==> src/rtl/ysyx_25040111_mem_arbiter.sv <==
// Two-master memory arbiter: ICache refill bursts and LSU single beats share one bridge port.
// Optional beat watchdog enabled by defining ARB_TIMEOUT_EN.
module ysyx_25040111_mem_arbiter #(
  parameter int TMO_W   = 8,
  parameter int TMO_MAX = 200
) (
  input  logic        clock,
  input  logic        reset,
  input  logic        ic_valid,
  input  logic [31:0] ic_addr,
  input  logic        ic_burst,
  input  logic [7:0]  ic_len,
  output logic        ic_ready,
  output logic [31:0] ic_rdata,
  output logic        ic_err,
  input  logic        lsu_valid,
  input  logic        lsu_wen,
  input  logic [31:0] lsu_addr,
  input  logic [31:0] lsu_wdata,
  input  logic [3:0]  lsu_wstrb,
  output logic        lsu_ready,
  output logic [31:0] lsu_rdata,
  output logic        lsu_err,
  output logic        mem_valid,
  output logic [31:0] mem_addr,
  output logic        mem_burst,
  output logic [7:0]  mem_len,
  output logic        mem_wen,
  output logic [31:0] mem_wdata,
  output logic [3:0]  mem_wstrb,
  input  logic        mem_ready,
  input  logic [31:0] mem_rdata,
  input  logic        mem_last,
  input  logic        mem_err,
  output logic [1:0]  dbg_state
);

  // Handshake: requesters hold valid until their final ready/err pulse and drop it on that
  // same edge; mem_valid is a registered level that stays high from grant to final beat/err.

  typedef enum logic [1:0] {
    IDLE    = 2'd0,
    GNT_IC  = 2'd1,
    GNT_LSU = 2'd2
  } state_t;

  if (TMO_MAX >= (1 << TMO_W)) begin : g_tmo_chk
    $error("TMO_MAX does not fit in TMO_W bits");
  end

  state_t      state, next_state;
  logic        last_gnt_lsu;
  logic        gnt_ic, gnt_lsu;
  logic        done, abort, tmo_hit;
  logic        owner_ic, owner_lsu, granted;
  logic [31:0] addr_q, wdata_q;
  logic        burst_q, wen_q;
  logic [7:0]  len_q;
  logic [3:0]  wstrb_q;

  assign owner_ic  = (state == GNT_IC);
  assign owner_lsu = (state == GNT_LSU);
  assign granted   = owner_ic | owner_lsu;
  assign dbg_state = state;

`ifdef ARB_TIMEOUT_EN
  localparam logic [TMO_W-1:0] TMO_LIM = TMO_W'(TMO_MAX);
  logic [TMO_W-1:0] tmo_cnt;

  always_ff @(posedge clock) begin
    if (reset || gnt_ic || gnt_lsu || mem_ready || !granted) tmo_cnt <= '0;
    else                                                   tmo_cnt <= tmo_cnt + 1'b1;
  end

  assign tmo_hit = granted && (tmo_cnt == TMO_LIM);
`else
  assign tmo_hit = 1'b0;
`endif

  always_comb begin
    next_state = state;
    gnt_ic     = 1'b0;
    gnt_lsu    = 1'b0;
    done       = 1'b0;
    abort      = 1'b0;
    case (state)
      IDLE: begin
        // Round-robin only matters on a tie: favour whoever was not served last.
        if (ic_valid && lsu_valid) begin
          gnt_ic  = last_gnt_lsu;
          gnt_lsu = !last_gnt_lsu;
        end else begin
          gnt_ic  = ic_valid;
          gnt_lsu = lsu_valid;
        end
        if (gnt_ic)  next_state = GNT_IC;
        if (gnt_lsu) next_state = GNT_LSU;
      end
      GNT_IC: begin
        abort = mem_err | tmo_hit;
        done  = mem_ready & mem_last & ~abort;
        if (abort || done) next_state = IDLE;
      end
      GNT_LSU: begin
        abort = mem_err | tmo_hit;
        done  = mem_ready & ~abort;
        if (abort || done) next_state = IDLE;
      end
      default: next_state = IDLE;
    endcase
  end

  always_ff @(posedge clock) begin
    if (reset) begin
      state        <= IDLE;
      mem_valid    <= 1'b0;
      last_gnt_lsu <= 1'b0;
      addr_q       <= '0;
      burst_q      <= 1'b0;
      len_q        <= '0;
      wen_q        <= 1'b0;
      wdata_q      <= '0;
      wstrb_q      <= '0;
    end else begin
      state     <= next_state;
      mem_valid <= (next_state != IDLE);
      if (granted && next_state == IDLE) last_gnt_lsu <= owner_lsu;
      // Fields are captured once; later requester changes are not seen until completion.
      if (gnt_ic) begin
        addr_q  <= ic_addr;
        burst_q <= ic_burst;
        len_q   <= ic_len;
        wen_q   <= 1'b0;
        wdata_q <= '0;
        wstrb_q <= '0;
      end else if (gnt_lsu) begin
        addr_q  <= lsu_addr;
        burst_q <= 1'b0;
        len_q   <= '0;
        wen_q   <= lsu_wen;
        wdata_q <= lsu_wdata;
        wstrb_q <= lsu_wstrb;
      end
    end
  end

  assign mem_addr  = granted ? addr_q  : '0;
  assign mem_burst = granted ? burst_q : 1'b0;
  assign mem_len   = granted ? len_q   : '0;
  assign mem_wen   = granted ? wen_q   : 1'b0;
  assign mem_wdata = granted ? wdata_q : '0;
  assign mem_wstrb = granted ? wstrb_q : '0;

  assign ic_ready  = owner_ic  & mem_ready & ~abort;
  assign lsu_ready = owner_lsu & mem_ready & ~abort;
  assign ic_err    = owner_ic  & abort;
  assign lsu_err   = owner_lsu & abort;
  assign ic_rdata  = ic_ready  ? mem_rdata : '0;
  assign lsu_rdata = lsu_ready ? mem_rdata : '0;

endmodule
==> config.mk <==
export PLATFORM = sky130hd
export DESIGN_NAME = ysyx_25040111_mem_arbiter
export DESIGN_NICKNAME = d
export VERILOG_FILES = /design/src/rtl/ysyx_25040111_mem_arbiter.sv
export SDC_FILE = /design/constraint.sdc
export NUM_CORES = 1
export LEC_CHECK = 0
export ABC_AREA = 0
export BUFFER_PORTS_ARGS = -buffer_cell sky130_fd_sc_hd__buf_2
export CAP_MARGIN = 10
export CORE_MARGIN = 5
export CORE_UTILIZATION = 25
export CTS_BUF_LIST = sky130_fd_sc_hd__clkbuf_4 sky130_fd_sc_hd__clkbuf_8 sky130_fd_sc_hd__clkbuf_16
export DETAILED_ROUTE_END_ITERATION = 10
export HOLD_SLACK_MARGIN = 0.1
export PLACE_DENSITY = 0.63
export SETUP_SLACK_MARGIN = 0.15
export SYNTH_ARGS = -nofsm -noshare
export SYNTH_HDL_FRONTEND = slang
export SYNTH_SLANG_ARGS = --single-unit
==> constraint.sdc <==
create_clock -name clock -period 1.45 [get_ports clock]
set_input_delay 0.0725 -clock clock [delete_from_list [all_inputs] [get_ports clock]]
set_output_delay 0.0725 -clock clock [all_outputs]
set_load 0.02 [all_outputs]
After elaboration in Yosys (flattened, before gate mapping):

Index checks and enable logic that the tools add are counted.

* equal/unequal tests: 2
* muxes and demuxes: 26
* bitwise gates (word level): 12
* reductions and logical operators: 11

Operator list (number)
* 2-to-1 mux 32 bit: 6
* 2-to-1 mux 8 bit: 3
* 2-to-1 mux 1 bit: 11
* AND 1 bit: 9
* 2-to-1 mux 2 bit: 4
* case mux 2 bit (3 select lines): 1
* zero test 2 bit: 2
* 2-to-1 mux 4 bit: 1
* nonzero test 2 bit: 2
* OR reduction 2 bit: 2
* == test 2 x 1 -> 1 bit, second input constant: 1
* == test 2 bit, second input constant: 1
* logical AND 1 bit: 2
* logical OR 1 bit: 2
* inverter 1 bit: 2
* zero test 1 bit: 1
* bitwise OR 1 bit: 1

* register bits after elaboration: 82
* bits of input ports: 149
* output and inout bits: 149
* word-level logic and storage cells: 60

Depth between registers and ports, before layout:

Gate-level depths: netlist of run 1.

* word-level depth: 8
* mapped depth: 8
* mapped depth without buffers: 6

Least setup slack after synthesis of run 1:

OpenSTA, ideal clock, no wires.

* kind: register -> output
* start point: register state[1], in the netlist dbg_state[1]
* end point: output port ic_rdata[22]
* arrival: 1979 ps
* path slack: -601 ps
* cell stages (with the launch flop): 8
* path buffers: 2
* cells stage by stage: dfxtp_1 > inv_1 > ha_1 > buf_2 > nand2_1 > and3_1 > clkbuf_1 > and2_1

* word-level cells in the longest chain between the ends: 6
* elaborated cells on any way between the ends: 8
* those cells by class: eq/ne (2); mux (2); bitwise (3); reduce/logical (1)

RTL lines
* from (decl): line 51 `state_t state, next_state;`
* from (signal assigned): line 125 `state <= next_state;`
* == test 2 x 1 -> 1 bit / == test 2 bit (equally long branches)
* OR reduction 2 bit (no source line)
* 2-to-1 mux 1 bit: line 86 `case (state)`
* inverter 1 bit: line 154 `assign ic_ready = owner_ic & mem_ready & ~abort;`
* AND 1 bit (*): line 154
* via ic_ready: line 13 `output logic ic_ready,`
* 2-to-1 mux 32 bit (*): line 158 `assign ic_rdata = ic_ready ? mem_rdata : '0;`
* to (decl): line 14 `output logic [31:0] ic_rdata,`

The timed path passes the listed nets; every way through them passes the cells marked *.

Worst setup path after layout of run 1:

* start point: register state[0], in the netlist dbg_state[0]
* end point: output port ic_rdata[1]

* word-level cells in the longest chain between the ends: 6
* elaborated cells on any way between the ends: 8
* those cells by class: eq/ne (2); mux (2); bitwise (3); reduce/logical (1)

RTL lines (line)
* == test 2 x 1 -> 1 bit / == test 2 bit (equally long branches)
* OR reduction 2 bit (no source line)
* 2-to-1 mux 1 bit: 86
* inverter 1 bit: 154
* AND 1 bit (*): 154
* 2-to-1 mux 32 bit (*): 158

Every way passes the cells marked *; elsewhere a longest branch is shown, timed or not.

==> summary.txt, run 1 <==
Leak: 4.35 nW
Max VDD drop: 0.000588 V
H-tree Lvls: 3
Grt ovf: 0
Post-synth EDFFs: 0
Placed Area: 6460 µm²
Later-pin clock latency in the skew report: 0.34 ns
Pwr Density: 822 nW/µm²
Family with the most delay on the worst path: simple AND/OR/NAND/NOR gates
Vias in the first global route: 5343
Pre-Repair DR Iteration Count: 6
Post-layout net count: 1111
Top cells by area, synth: dfxtp_1 (39%), and2_1 (21%), nand2_1 (6.8%), a21oi_2 (6.2%), o22ai_1 (4.9%)
Port bufs: 297
Setup CP Type: reg2out
Die Y: 140 µm
Antenna-violating nets left: 0
Worst r2r dst: addr_q[13]$_SDFFE_PP0P_
DR iter-0 viols: 244
CTS Buf Count: 9
Ys Warns: 0
Failing checks: setup timing
Slew at the pin closest to its max-slew limit: 0.436 ns
Bufs on Longest Clock Path: 2
Design Area, Final: 9500 µm²
Final hold vios: 0
Fillers: 1333
Synth area leader: dfxtp_1
HP Start: reset
CP endpoint kind: output port
CTS tree: yes
Number of buffers and inverters on the critical path: 3
Commonest cells in the synthesized netlist: and2_1 (143), dfxtp_1 (82), nand2_1 (76)
Initial antenna violation count: 0
FF/Latch Area: 1650 µm²
Multi-input logic area: 3390 µm²
CTS clk-pin slew, worst paths: 0.06 ns
Die area: 19600 µm²
Status: complete, but fails checks
Pin count of the biggest net entering global routing: 51
Row count: 47
Total power: 7.80 mW
Yosys cell types: 30
Layout cells sized above 1: 0.699
Initial core utilization: 0.254
Syn_nets: 684
CP max stage cell: dfxtp_4
Synth-to-layout area growth: 125%
Synth Flop Type: dfxtp_1
Worst-path cell chain: inv_4, ha_4, nand2_2, and3_4, buf_16, and2_2, buf_2
Top cell type's share of synthesized area: 0.389
Final GP Congestion: 0.866
Final core occ: 0.573
Tmin final: 1.80 ns
Worst r2r src: dbg_state[0]$_SDFF_PP0_
Min-Delay Endpoint: wdata_q[20]$_SDFFE_PP0P_
Async SR Flop Fraction: 0
Num ports: 298
Placed instance count: 1031
Post-Layout Cell Count: 1183
Slew margin rel.: 0.709
Hold_ws: 0.118 ns
First-pass GRT wire length: 28.2 mm
Vias: 5554
Final setup violation count: 145
CP Launch Type: flip-flop
Critical path fanouts, max: 14
Root Driver: clkbuf_16
Maxcap violations: 0
Sequential-to-total area share from yosys stat: 0.389
Fmax: 0.555 GHz
Reg2Reg Depth: 6
Worst path max stage delay: 0.37 ns
Synthesized area per cell: 7.94 µm²
Ant diodes: 0
RSZ-0062 raised after global routing: true
DP Wirelength: 12.2 mm
Final period util: 1.24
Total GRT Usage: 0.177
Core box area: 16600 µm²
Worst setup margin: -0.352 ns
Required time of the critical path: 1.38 ns
Final wirelength: 22.1 mm
Die width: 140 µm
Worst hold path depth: 3
Cell Area, Synth: 4220 µm²
# clock sinks: 82
Most common cell in the synthesized netlist: and2_1
Via/cell ratio: 4.69
Seq cells post-synth: 82
Crit path DAT: 1.73 ns
Syn Inst Count: 531
Fin. max-slew vios: 0
# DRC: 0
Hold Crit Class: in2reg
Worst reg2reg setup slack: 0 ns
DR WL/cell: 18.6 µm
Skew final: 0.0133 ns
## cell usage in the layout (no fill, tap or decap), types with 10 or more instances in the layout
| cell type | synthesis | final |
|---|---|---|
| dfxtp_1 | 82 | 79 |
| nor2_4 | 0 | 10 |
| a21oi_2 | 30 | 35 |
| nand2_1 | 76 | 37 |
| nor2_1 | 41 | 25 |
| buf_6 | 7 | 71 |
| dlygate4sd3_1 | 0 | 110 |
| clkbuf_16 | 0 | 22 |
| buf_12 | 0 | 11 |
| and2_2 | 0 | 62 |
| nor3_1 | 33 | 10 |
| nand2_4 | 0 | 12 |
| o22ai_2 | 0 | 17 |
| nor3_2 | 0 | 23 |
| nand2_2 | 0 | 27 |
| buf_4 | 5 | 24 |
| and2_4 | 0 | 72 |
| buf_2 | 11 | 222 |
| o22ai_4 | 0 | 15 |
## through the flow
| stage | TNS (ns) | setup WS [ns] |
|---|---|---|
| after floorplan | -0.159 | -0.00890 |
| final | -40.66 | -0.352 |
| after CTS | -42.40 | -0.376 |
| after global routing | -52.18 | -0.417 |
| after global placement | 0 | 0.00550 |
| after detailed placement | -0.0269 | -0.0114 |
## worst reg2reg max path, cell delays in order, from the launching register on
cell and delay, ns:
dfxtp_4 0.37, inv_4 0.04, ha_4 0.19, o211ai_4 0.14, buf_8 0.30, o22ai_2 0.12
nor3_1 0.20
## report_power, final
part           switching, mW  internal [mW]
Clock                  0.992           1.23
Sequential             0.128           2.46
Combinational           1.49           1.51
Total                   2.61           5.19
## cell type report
| type | instances | share of cell area |
|---|---|---|
| clock buffer | 10 | 0.0252 |
| clock inverter | 6 | 0.00514 |
| inverter | 4 | 0.00211 |
| multi-input combinational | 402 | 0.357 |
| sequential | 82 | 0.174 |
| tap | 220 | 0.0290 |
| timing repair buffer | 459 | 0.408 |
## registers in the layout, summed over array words and instances (netlist names)
signal and flops:
mem_valid 1, wdata_q 32, dbg_state 2, last_gnt_lsu 1
addr_q 32, wstrb_q 4, burst_q 1, len_q 8
wen_q 1
## cells by family (layout without fill, tap and decap cells)
| logic type | Yosys count | in the layout | share of synthesized area |
|---|---|---|---|
| and+or+nand+nor | 304 | 304 | 0.373 |
| AOI/OAI and AO/OA | 92 | 93 | 0.161 |
| DFF | 82 | 82 | 0.389 |
| buffers and inverters | 48 | 479 | 0.0629 |
| adders and majority gates | 4 | 4 | 0.0119 |
| muxes | 1 | 1 | 0.00237 |
## repair_timing
item | 4_1_cts | 5_1_grt
hold buffers | 110 | 0
pin swaps | 2 | 63
gates resized for setup | 127 | 170
endpoints found under the setup margin | 227 | 228
endpoints found under the hold margin | 78 | 0
buffers inserted | 1 | 4
gates cloned | 1 | 20
## worst max path at each step
| stage | from | slack, ns | cells past startpoint | end |
|---|---|---|---|---|
| 2_1_floorplan | dbg_state[0]$_SDFF_PP0_ | -0.009 | 7 | lsu_rdata[22] |
| 3_5_place_dp | dbg_state[1]$_SDFF_PP0_ | -0.01 | 7 | lsu_rdata[0] |
| 3_3_place_gp | dbg_state[1]$_SDFF_PP0_ | 0.005 | 7 | lsu_rdata[0] |
| 4_1_cts | dbg_state[0]$_SDFF_PP0_ | -0.38 | 7 | lsu_rdata[0] |
| 6_report | dbg_state[0]$_SDFF_PP0_ | -0.35 | 7 | ic_rdata[1] |
| 5_1_grt | dbg_state[0]$_SDFF_PP0_ | -0.42 | 6 | mem_wdata[20] |
## routing by layer
| layer | up-vias | routed length [µm] | track usage | share of wire |
|---|---|---|---|---|
| met2 | 258 | 11300 | 0.318 | 0.51 |
| li1 | 2609 | - | - | - |
| met5 | - | 0 | 0 | 0 |
| met1 | 2621 | 8310 | 0.191 | 0.38 |
| met4 | 0 | 956 | 0.0785 | 0.043 |
| met3 | 66 | 1520 | 0.0542 | 0.069 |
No activity file was read; power rests on OpenSTA's default activity.
==> run 2, diff against run 1 <==
Settings changed: SLEW_MARGIN from default to 25.
Clock period 1.45 ns to 1.6 ns, I/O delays scaled along.
==> run 2 against run 1 <==
The flow still finishes with violations (setup timing). Combinational power decreased by 11%. Clock skew fell by 0.0076 ns. Count of clock-buffer cells in the layout stayed put. Power fell by 8.3%. Critical path type unchanged. Critical endpoint is now lsu_rdata[12]. Highest routed layer unchanged.
==> summary.txt, run 2 (synthesis gave the netlist of run 1 again) <==
Multi-input logic area: 3050 µm² (-10%)
Final wirelength: 23.1 mm (+4.8%)
H-tree Lvls: 3 (unchanged)
Initial antenna violation count: 6 (+6)
Worst reg2reg setup slack: -0.02 ns (-0.02 ns)
Design Area, Final: 9390 µm² (-1.1%)
Antenna-violating nets left: 0 (unchanged)
Die Y: 140 µm (unchanged)
Hold Crit Class: in2reg
CTS clk-pin slew, worst paths: 0.06 ns (about the same)
Fmax: 0.545 GHz
Root Driver: clkbuf_16
Pwr Density: 763 nW/µm² (-7.2%)
Worst r2r src: dbg_state[0]$_SDFF_PP0_
Slew margin rel.: 0.641 (-0.0682)
Min-Delay Endpoint: wdata_q[15]$_SDFFE_PP0P_
Metal2 WL: 11.5 mm (+2.1%)
Critical path fanouts, max: 8 (-6)
Via/cell ratio: 4.74 (+1.0%)
Port bufs: 297 (unchanged)
CP endpoint kind: output port
Setup CP Type: reg2out
Most frequent cells in the layout: buf_2 (152), buf_6 (111), dlygate4sd3_1 (110), and2_4 (101), dfxtp_1 (79)
Worst r2r dst: last_gnt_lsu$_SDFFE_PP0P_
Tmin final: 1.84 ns
Layout cells sized above 1: 0.592 (-0.107)
Status: complete, but fails checks
Failing checks: setup timing
FF/Latch Area: 1650 µm² (unchanged)
RSZ-0062 raised after global routing: true
Placed Area: 6110 µm² (-5.5%)
Final GP Congestion: 0.878 (+1.4%)
Core box area: 16600 µm² (unchanged)
Synth-to-layout area growth: 123%
Max VDD drop: 0.000649 V (+10%)
Num ports: 298 (unchanged)
Maxcap violations: 0 (unchanged)
CTS tree: yes
Hold_ws: 0.196 ns (+0.0782 ns)
DP Wirelength: 12.0 mm (-1.6%)
Commonest non-fill, non-tap cell in the layout: buf_2
Top sig layer: met4
Row count: 47 (unchanged)
M1 WL: 8.60 mm (+3.6%)
Reg2Reg Depth: 7 (+1)
WL met3: 1.72 mm (+13%)
Fillers: 1403 (+5.3%)
Slew at the pin closest to its max-slew limit: 0.539 ns (+0.102 ns)
Bufs on Longest Clock Path: 2 (unchanged)
Grt ovf: 0 (unchanged)
Placed instance count: 1020 (-1.1%)
HP Start: reset
Final setup violation count: 146 (+0.69%)
Post-Layout Cell Count: 1192 (+0.76%)
Pre-Repair DR Iteration Count: 6 (unchanged)
Later-pin clock latency in the skew report: 0.34 ns (about the same)
CP max stage cell: dfxtp_4
Post-layout net count: 1114 (+0.27%)
First-pass GRT wire length: 30.9 mm (+9.3%)
Fin. max-slew vios: 0 (unchanged)
Total GRT Usage: 0.197 (+0.0201)
Biggest regs: addr_q: 32 flops, wdata_q: 32 flops, len_q: 8 flops
Skew final: 0.00570 ns (-0.00757 ns)
Leak: 4.35 nW (about the same)
Required time of the critical path: 1.52 ns (+0.14 ns)
DR WL/cell: 19.4 µm (+4.0%)
Die width: 140 µm (unchanged)
Worst-path cell chain: inv_4, ha_4, nand2_4, and3_4, and2_4, buf_6
Initial core utilization: 0.254 (unchanged)
CTS Buf Count: 9 (unchanged)
Pin count of the biggest net entering global routing: 47 (-7.8%)
Die area: 19600 µm² (unchanged)
Final period util: 1.15
# clock sinks: 82 (unchanged)
Crit path DAT: 1.76 ns (+0.03 ns)
Total power: 7.16 mW (-8.3%)
CP Launch Type: flip-flop
# DRC: 0 (unchanged)
Vias in the first global route: 5675 (+6.2%)
Worst setup margin: -0.236 ns (+0.116 ns)
Worst hold path depth: 4 (+1)
Final hold vios: 0 (unchanged)
Vias: 5653 (+1.8%)
DR iter-0 viols: 170 (-30%)
Worst path max stage delay: 0.37 ns (about the same)
==> run 2: timing repair <==
| action | CTS | global route |
|---|---|---|
| endpoints found under the setup margin | 212 | 198 |
| hold buffers | 110 | 0 |
| cloned | 10 | 15 |
| pin swaps | 13 | 76 |
| setup buffers | 7 | 8 |
| hold endpoints to repair | 78 | 0 |
| resized for setup | 238 | 168 |
==> run 2: worst max path at each step <==
stage	depth (start not counted)	to	slack [ns]	start
global route	6	lsu_rdata[12]	-0.27	dbg_state[0]$_SDFF_PP0_
finish	6	lsu_rdata[12]	-0.24	dbg_state[0]$_SDFF_PP0_
CTS	6	ic_rdata[31]	-0.23	dbg_state[0]$_SDFF_PP0_
floorplan	7	lsu_rdata[22]	0.13	dbg_state[0]$_SDFF_PP0_
global placement	6	addr_q[6]$_SDFFE_PP0P_	-0.03	dbg_state[1]$_SDFF_PP0_
detailed placement	6	addr_q[5]$_SDFFE_PP0P_	-0.04	dbg_state[1]$_SDFF_PP0_
==> run 2: layout make-up <==
cell class / count / area share
inverters: 4 / 0.00213
diodes: 6 / 0.00160
clock inverters: 6 / 0.00693
clock buffers: 10 / 0.0255
multi-input cells: 411 / 0.325
well taps: 220 / 0.0293
flip-flops and latches: 82 / 0.176
repair buffers: 453 / 0.434
==> run 2: layer usage <==
layer / global-route usage / vias up
li1: - / 2643
met1: 0.208 / 2650
met4: 0.124 / 0
met5: 0 / -
met2: 0.337 / 278
met3: 0.0658 / 82
==> run 2: worst max-delay path: cells and delay by family (launching register included) <==
family	cells	cell delay, ns
flip-flops	1	0.37
AND/OR/NAND/NOR	3	0.52
buffers and inverters	2	0.17
adder cells (fa/ha/maj)	1	0.36
==> run 2: metrics by stage <==
step / utilization / TNS, ns / setup WS (ns)
6_report: 0.566 / -23.83 / -0.236
5_1_grt: 0.566 / -32.48 / -0.274
4_1_cts: 0.508 / -26.99 / -0.229
3_5_place_dp: 0.368 / -0.288 / -0.0441
3_3_place_gp: 0.368 / -0.134 / -0.0271
2_1_floorplan: - / 0 / 0.133
==> run 2: power by group <==
group / switching (mW) / internal [mW] / total, mW
registers: 0.109 / 2.23 / 2.34
logic: 1.30 / 1.37 / 2.68
clock network: 0.889 / 1.26 / 2.14
